===== config.mk =====
export PLATFORM = sky130hd
export DESIGN_NAME = vga_timing_480p_flat
export DESIGN_NICKNAME = d
export VERILOG_FILES = /design/src/rtl/vga_timing_480p_if.sv /design/src/rtl/vga_timing_480p.sv /design/src/flat_wrapper.sv
export SDC_FILE = /design/constraint.sdc
export NUM_CORES = 1
export LEC_CHECK = 0
export CAP_MARGIN = 30
export CORE_ASPECT_RATIO = 0.5
export CORE_MARGIN = 3
export CORE_UTILIZATION = 45
export CTS_BUF_LIST = sky130_fd_sc_hd__clkbuf_4 sky130_fd_sc_hd__clkbuf_8
export DETAILED_ROUTE_END_ITERATION = 10
export GPL_TIMING_DRIVEN = 0
export PLACE_DENSITY_LB_ADDON = 0.12
export SYNTH_ARGS = -nofsm -noshare
export SYNTH_HDL_FRONTEND = slang
export SYNTH_SLANG_ARGS = --single-unit

===== constraint.sdc =====
create_clock -name sysClock -period 2.15 [get_ports sysClock]
set_input_delay 0.215 -clock sysClock [delete_from_list [all_inputs] [get_ports sysClock]]
set_output_delay 0.215 -clock sysClock [all_outputs]
set_load 0.1 [all_outputs]

===== src/rtl/vga_timing_480p_if.sv =====
// Raster timing bundle from vga_timing_480p to the pixel-colour and output stages.
// VGA_FRAME_COUNT_EN adds the 16-bit frame_count field.
interface vga_timing_480p_if #(
    parameter int unsigned COORD_W = 10
);
    logic               hsync;
    logic               vsync;
    logic               de;
    logic [COORD_W-1:0] sx;
    logic [COORD_W-1:0] sy;
    logic               line_start;
    logic               frame_start;
`ifdef VGA_FRAME_COUNT_EN
    logic [15:0]        frame_count;
`endif

    modport master (
        output hsync, vsync, de, sx, sy, line_start, frame_start
`ifdef VGA_FRAME_COUNT_EN
        , output frame_count
`endif
    );

    modport slave (
        input hsync, vsync, de, sx, sy, line_start, frame_start
`ifdef VGA_FRAME_COUNT_EN
        , input frame_count
`endif
    );
endinterface


===== src/rtl/vga_timing_480p.sv =====
// 640x480@60 raster timing generator on the pixel clock, held in reset until the clock locks.
// Optional macro VGA_FRAME_COUNT_EN adds a 16-bit frame counter on the interface.
module vga_timing_480p #(
    parameter int unsigned H_ACTIVE = 640,
    parameter int unsigned H_FRONT  = 16,
    parameter int unsigned H_SYNC   = 96,
    parameter int unsigned H_BACK   = 48,
    parameter int unsigned V_ACTIVE = 480,
    parameter int unsigned V_FRONT  = 10,
    parameter int unsigned V_SYNC   = 2,
    parameter int unsigned V_BACK   = 33,
    parameter bit          SYNC_NEG = 1'b1,
    parameter int unsigned COORD_W  = 10
) (
    input  logic                 sysClock,
    input  logic                 reset,
    input  logic                 clk_pixel_locked,
    vga_timing_480p_if.master    vga
);
    localparam int unsigned H_TOTAL = H_ACTIVE + H_FRONT + H_SYNC + H_BACK;
    localparam int unsigned V_TOTAL = V_ACTIVE + V_FRONT + V_SYNC + V_BACK;

    localparam logic [COORD_W-1:0] H_LAST   = COORD_W'(H_TOTAL - 1);
    localparam logic [COORD_W-1:0] V_LAST   = COORD_W'(V_TOTAL - 1);
    localparam logic [COORD_W-1:0] H_ACT_C  = COORD_W'(H_ACTIVE);
    localparam logic [COORD_W-1:0] V_ACT_C  = COORD_W'(V_ACTIVE);
    localparam logic [COORD_W-1:0] HS_LO    = COORD_W'(H_ACTIVE + H_FRONT);
    localparam logic [COORD_W-1:0] HS_HI    = COORD_W'(H_ACTIVE + H_FRONT + H_SYNC);
    localparam logic [COORD_W-1:0] VS_LO    = COORD_W'(V_ACTIVE + V_FRONT);
    localparam logic [COORD_W-1:0] VS_HI    = COORD_W'(V_ACTIVE + V_FRONT + V_SYNC);

    logic               rst_eff;
    logic [COORD_W-1:0] sx_q, sy_q, sx_nxt, sy_nxt;
    logic               hsync_q, vsync_q, de_q, line_start_q, frame_start_q;
    logic               hsync_nxt, vsync_nxt, de_nxt, line_start_nxt, frame_start_nxt;

    // Next counter position; reset parks at the last pixel so the following edge lands on (0,0).
    always_comb begin
        rst_eff = reset | ~clk_pixel_locked;
        sx_nxt  = sx_q + COORD_W'(1);
        sy_nxt  = sy_q;
        if (sx_q == H_LAST) begin
            sx_nxt = '0;
            sy_nxt = (sy_q == V_LAST) ? '0 : sy_q + COORD_W'(1);
        end
        if (rst_eff) begin
            sx_nxt = H_LAST;
            sy_nxt = V_LAST;
        end
    end

    // Decode the next position so every registered output describes the same (sx,sy).
    always_comb begin
        de_nxt          = (sx_nxt < H_ACT_C) && (sy_nxt < V_ACT_C);
        hsync_nxt       = ((sx_nxt >= HS_LO) && (sx_nxt < HS_HI)) ^ SYNC_NEG;
        vsync_nxt       = ((sy_nxt >= VS_LO) && (sy_nxt < VS_HI)) ^ SYNC_NEG;
        line_start_nxt  = (sx_nxt == '0);
        frame_start_nxt = (sx_nxt == '0) && (sy_nxt == '0);
    end

    always_ff @(posedge sysClock) begin
        sx_q          <= sx_nxt;
        sy_q          <= sy_nxt;
        de_q          <= de_nxt;
        hsync_q       <= hsync_nxt;
        vsync_q       <= vsync_nxt;
        line_start_q  <= line_start_nxt;
        frame_start_q <= frame_start_nxt;
    end

`ifdef VGA_FRAME_COUNT_EN
    logic [15:0] frame_count_q;

    always_ff @(posedge sysClock) begin
        if (rst_eff) begin
            frame_count_q <= '0;
        end else if (frame_start_nxt) begin
            frame_count_q <= frame_count_q + 16'd1;
        end
    end

    assign vga.frame_count = frame_count_q;
`endif

    assign vga.sx          = sx_q;
    assign vga.sy          = sy_q;
    assign vga.de          = de_q;
    assign vga.hsync       = hsync_q;
    assign vga.vsync       = vsync_q;
    assign vga.line_start  = line_start_q;
    assign vga.frame_start = frame_start_q;
endmodule


===== src/flat_wrapper.sv =====
// flat-port wrapper written by rule: the top's interface ports become plain ports
module vga_timing_480p_flat 
#(
    parameter int unsigned H_ACTIVE = 640,
    parameter int unsigned H_FRONT  = 16,
    parameter int unsigned H_SYNC   = 96,
    parameter int unsigned H_BACK   = 48,
    parameter int unsigned V_ACTIVE = 480,
    parameter int unsigned V_FRONT  = 10,
    parameter int unsigned V_SYNC   = 2,
    parameter int unsigned V_BACK   = 33,
    parameter bit          SYNC_NEG = 1'b1,
    parameter int unsigned COORD_W  = 10
)
  (sysClock, reset, clk_pixel_locked, vga_hsync, vga_vsync, vga_de, vga_sx, vga_sy, vga_line_start, vga_frame_start);
  vga_timing_480p_if #(.COORD_W(COORD_W)) vga_i ();
  input  logic sysClock;
  input  logic reset;
  input  logic clk_pixel_locked;
  output wire logic [$bits(vga_i.hsync)-1:0] vga_hsync;
  output wire logic [$bits(vga_i.vsync)-1:0] vga_vsync;
  output wire logic [$bits(vga_i.de)-1:0] vga_de;
  output wire logic [$bits(vga_i.sx)-1:0] vga_sx;
  output wire logic [$bits(vga_i.sy)-1:0] vga_sy;
  output wire logic [$bits(vga_i.line_start)-1:0] vga_line_start;
  output wire logic [$bits(vga_i.frame_start)-1:0] vga_frame_start;
  assign vga_hsync = vga_i.hsync;
  assign vga_vsync = vga_i.vsync;
  assign vga_de = vga_i.de;
  assign vga_sx = vga_i.sx;
  assign vga_sy = vga_i.sy;
  assign vga_line_start = vga_i.line_start;
  assign vga_frame_start = vga_i.frame_start;
  vga_timing_480p #(.H_ACTIVE(H_ACTIVE), .H_FRONT(H_FRONT), .H_SYNC(H_SYNC), .H_BACK(H_BACK), .V_ACTIVE(V_ACTIVE), .V_FRONT(V_FRONT), .V_SYNC(V_SYNC), .V_BACK(V_BACK), .SYNC_NEG(SYNC_NEG), .COORD_W(COORD_W)) u_core (.sysClock(sysClock), .reset(reset), .clk_pixel_locked(clk_pixel_locked), .vga(vga_i));
endmodule

Word level (Yosys, flattened, before mapping)
Index checks and enable logic that the tools add are counted.
{"block": "totals", "ff_bits": 25, "output_inout_bits": 25, "in_bits": 3}
{"block": "classes", "n_bitwise": 4, "n_lt_le_gt_ge": 6, "muxes": 5, "n_eq_ne": 2, "reduce_logical": 6, "add_sub_neg": 2}
{"op": "$mux 10", "n": 5}
{"op": "$add 10x1->10 const B", "n": 2}
{"op": "$eq 10x10->1 const B", "n": 2}
{"op": "$logic_not 10->1", "n": 2}
{"op": "$lt 10x10->1 const B", "n": 2}
{"op": "$lt 10x9->1 const B", "n": 2}
{"op": "$ge 10x10->1 const B", "n": 1}
{"op": "$ge 10x9->1 const B", "n": 1}
{"op": "$logic_and 1x1->1", "n": 4}
{"op": "$not 1->1", "n": 3}
{"op": "$or 1x1->1", "n": 1}

Logic depth before layout (Yosys ltp)
{"block": "depth", "depth_word": 7, "ltp_mapped": 8, "mapped_depth_nobuf": 8}

Worst setup path before layout
No wires, ideal clock.
{"block": "synth_timing", "path_type": "reg-to-reg", "startpoint": "reg u_core.sx_q[1] (netlist: u_core.vga.sx[1])", "endpoint": "reg u_core.frame_start_q (netlist: u_core.vga.frame_start)", "n_path_buf": 0, "setup_time_ns": 0.117, "arrival_ns": 2.751, "stages_incl_launch_ff": 8, "period_less_slack_ns": 2.867, "setup_slack_ns": -0.717, "cell_sequence": "dfxtp_1 ha_1 and4_4 nand3_4 or4_4 xor2_1 a31oi_1 and4b_1"}
{"block": "synth_between", "elab_chain_cells": 5}
{"item": "from (decl)", "line": "vga_timing_480p.sv:33", "source": "logic [COORD_W-1:0] sx_q, sy_q, sx_nxt, sy_nxt;"}
{"item": "from (signal assigned)", "line": "vga_timing_480p.sv:62", "source": "sx_q <= sx_nxt;"}
{"item": "$add 10x1->10 / $eq 10x10->1 (equally long branches)", "line": "vga_timing_480p.sv:40, vga_timing_480p.sv:42"}
{"item": "$mux 10", "line": "vga_timing_480p.sv:42", "source": "if (sx_q == H_LAST) begin"}
{"item": "$mux 10", "line": "vga_timing_480p.sv:46", "source": "if (rst_eff) begin"}
{"item": "$logic_not 10->1", "line": "vga_timing_480p.sv:58", "source": "frame_start_nxt = (sx_nxt == '0) && (sy_nxt == '0);"}
{"item": "$logic_and 1x1->1 *", "line": "vga_timing_480p.sv:58"}
{"item": "net u_core.frame_start_nxt", "line": "vga_timing_480p.sv:35", "source": "logic hsync_nxt, vsync_nxt, de_nxt, line_start_nxt, frame_start_nxt;"}
{"item": "to (signal assigned)", "line": "vga_timing_480p.sv:68", "source": "frame_start_q <= frame_start_nxt;"}
{"item": "to (decl)", "line": "vga_timing_480p.sv:34", "source": "logic hsync_q, vsync_q, de_q, line_start_q, frame_start_q;"}
The timed path passes the listed nets; every way through them passes the cells marked *.

Worst setup path in the final report
{"block": "layout_timing", "startpoint": "reg u_core.sx_q[1] (netlist: u_core.vga.sx[1])", "endpoint": "reg u_core.vsync_q (netlist: u_core.vga.vsync)"}
{"block": "layout_between", "elab_chain_cells": 6}
{"item": "$eq 10x10->1 *", "line": "vga_timing_480p.sv:42"}
{"item": "$mux 10 *", "line": "vga_timing_480p.sv:42"}
{"item": "$mux 10 *", "line": "vga_timing_480p.sv:46"}
{"item": "$ge 10x9->1 / $lt 10x9->1 (equally long branches)", "line": "vga_timing_480p.sv:56", "source": "vsync_nxt = ((sy_nxt >= VS_LO) && (sy_nxt < VS_HI)) ^ SYNC_NEG;"}
{"item": "$logic_and 1x1->1 *", "line": "vga_timing_480p.sv:56"}
{"item": "$not 1->1 (no line) *"}
{"item": "net u_core.vsync_nxt", "line": "vga_timing_480p.sv:35"}
{"item": "to (signal assigned)", "line": "vga_timing_480p.sv:66", "source": "vsync_q <= vsync_nxt;"}
{"item": "to (decl)", "line": "vga_timing_480p.sv:34"}
Marked as above.

==> flow_summary.json <==
{
  "status": "complete, no violations",
  "antenna_found_initial": 0,
  "cts_tree": "done",
  "io_pins": 28,
  "globalRouteOverflowTotal": 0,
  "drive_gt1_share_pct": 22.6,
  "grt_pass1_wl_um": 5710,
  "relSlewSlack_pct": 34.9,
  "rows": 13,
  "area.growth.synth_to_final_pct": 33.8,
  "grt_util_met3_pct": 5.28,
  "pre_cts_slack_ns": -0.142,
  "irDropWorstVdd_mv": 0.412,
  "final_cell_count_no_fill": 232,
  "hold_viol": 0,
  "cts_inserted_buffers": 3,
  "gp_congestion": 0.861,
  "detail-route-antenna-nets": 0,
  "netlist_area_um2": 1390,
  "period_share_pct": 97.0,
  "start_util_pct": 50.4,
  "clock_latency_ns": 0.27,
  "met1_usage_pct": 25.5,
  "grt.total_usage_pct": 19.1,
  "synth_top_area_cell": "dfxtp_1",
  "placed_cells": 227,
  "required_ns": 2.28,
  "setup_slack_ns": 0.0643,
  "vias_per_cell": 5.78,
  "leakage_nw": 0.669,
  "fin_worst_skew_ns": 0.00785,
  "die_h_um": 45.4,
  "netlist.area_leader.share_pct": 35.9,
  "finalSetupViolations": 0,
  "syn_inst": 163,
  "syn-num-nets": 169,
  "first_pass_iters": 4,
  "wl_per_cell_um": 15.3,
  "synth-async-reset-ratio_pct": 0,
  "core_area_um2": 2770,
  "io_buffers": 27,
  "n_antenna_cell": 0,
  "die_w_um": 84.7,
  "worstSetupEndpointType": "flip-flop",
  "numClockSinks": 25,
  "route.detailed.drc": 0,
  "clock_path_buffers": 2,
  "via_count": 1341,
  "clockRootBuffer": "clkbuf_8",
  "synthDistinctLibCells": 49,
  "grt_pass1_vias": 1220,
  "whs_ns": 0.512,
  "crit_arrival_ns": 2.22,
  "ys_top_cells_by_area": "dfxtp_1 (36%), xor2_1 (5.0%), xnor2_1 (4.4%)",
  "maxSlewViolCount": 0,
  "cts_hold_buf": 0,
  "finalWirelength_um": 3550,
  "max_cap_viol_count": 0,
  "worstSetupPathType": "flip-flop to flip-flop",
  "drtIter0Drc": 63,
  "hold_path.class": "flip-flop to flip-flop",
  "ys_warn_count": 0,
  "h-tree-depth": 1,
  "cp_max_fo": 10,
  "met2_usage_pct": 31.3,
  "fmax_mhz": 479,
  "clk_pin_slew_worst_paths_ns": 0.09,
  "crit_path_start_kind": "flip-flop",
  "fin_tns_setup_ns": 0,
  "die-area_um2": 3840,
  "grt_max_degree": 14,
  "tightestPinTransition_ns": 0.973,
  "rsz0062_at_grt": "true",
  "power.total_mw": 1.39,
  "synth.avg_cell_area_um2": 8.55,
  "ys_ff_latch": 25,
  "cellPowerDensity_nw_per_um2": 745,
  "period_needed_ns": 2.09,
  "gr-max-usage-layer": "met2",
  "ys_seq_area_share_pct": 35.9,
  "hpwl_um": 2560,
  "synth_edf_count": 0,
  "final_nets": 202,
  "ys.flop_type": "dfxtp_1"
}
## stage by stage
stage | utilization (%) | instance area [um2]
after floorplan | - | 1450
after global placement | 63.8 | 1770
after detailed placement | 63.8 | 1770
after CTS | 66.1 | 1830
after global routing | 67.4 | 1860
final | 67.4 | 1860
## timing repair
action,4_1_cts,5_1_grt
pin swaps,0,3
setup buffers,0,1
setup endpoints to repair,2,2
resized for setup,2,4
## path summary, 6_finish.rpt
check,from,end,slack [ns],cells past startpoint
hold reg to reg,u_core.vga.sx[0],u_core.vga.sx[0],0.51,1
setup / recovery,u_core.vga.sx[1],u_core.vga.vsync,0.06,8
setup reg to reg,u_core.vga.sx[1],u_core.vga.vsync,0.06,8
hold / removal,u_core.vga.sx[0],u_core.vga.sx[0],0.51,1
## area by class of cell
| cell class | instances | area [um2] |
|---|---|---|
| inverter | 5 | 18.8 |
| sequential | 25 | 541 |
| timing repair buffer | 28 | 278 |
| multi-input combinational | 124 | 883 |
| buffer | 9 | 48.8 |
| clock buffer | 4 | 48.8 |
| fill | 237 | 901 |
| tap | 37 | 46.3 |
## state kept, by name, summed over array words and instances, names as in the netlist
name	count
u_core.vga.hsync	1
u_core.vga.sx	10
u_core.vga.frame_start	1
u_core.vga.vsync	1
u_core.vga.de	1
u_core.vga.line_start	1
u_core.vga.sy	10
## worst max-delay path, stage by stage (launching register included)
cell	delay (ns)
dfxtp_4	0.40
ha_4	0.15
and4_4	0.27
and3_1	0.16
buf_4	0.19
nand4_1	0.14
xor2_1	0.20
nor4_2	0.28
nand4_1	0.16
## synth_stat cells, types with 3 or more instances
master	instances
inv_1	5
nor4_1	3
a21oi_1	5
and3_1	4
o21ai_0	6
nand4_1	9
xnor2_1	7
ha_1	3
nand2b_1	5
nor2_1	16
dfxtp_1	25
buf_2	4
clkbuf_1	3
nand3_1	6
nand2_1	11
nor3_1	5
a31oi_1	3
xor2_1	8
## power by group
group	switching, mW	internal [mW]	total, mW
clock network	0.148	0.145	0.293
logic	0.378	0.193	0.571
registers	0.0365	0.489	0.525
total	0.562	0.827	1.39
## cell families (layout without fill, tap and decap cells)
family,count (synthesis),in the layout,synth area share [%]
simple gates,73,73,30.4
mux,2,2,1.53
flops,25,25,35.9
xor+xnor,15,15,9.43
buf+inv,14,46,4.67
fa+ha+maj,3,3,2.69
compound gates,31,31,15.4
## cells in the final DEF, fill, tap and decap left out, types with 4 or more instances in the layout
| cell type | n |
|---|---|
| clkdlybuf4s50_1 | 27 |
| xor2_1 | 8 |
| dfxtp_4 | 6 |
| nor2_1 | 16 |
| dfxtp_2 | 14 |
| xnor2_1 | 7 |
| o21ai_0 | 6 |
| nor3_1 | 5 |
| buf_4 | 4 |
| nand2b_1 | 5 |
| dfxtp_1 | 5 |
| nand3_1 | 6 |
| nand2_1 | 11 |
| inv_1 | 5 |
| nand4_1 | 9 |
| and3_1 | 4 |
| a21oi_1 | 5 |
## metal layers
metal	share of wire (%)	vias to the layer above
li1	-	656
met1	45	626
met2	45	57
met3	8.9	2
met4	0.37	0
met5	0	-
Power figures use the tool's default switching activity.
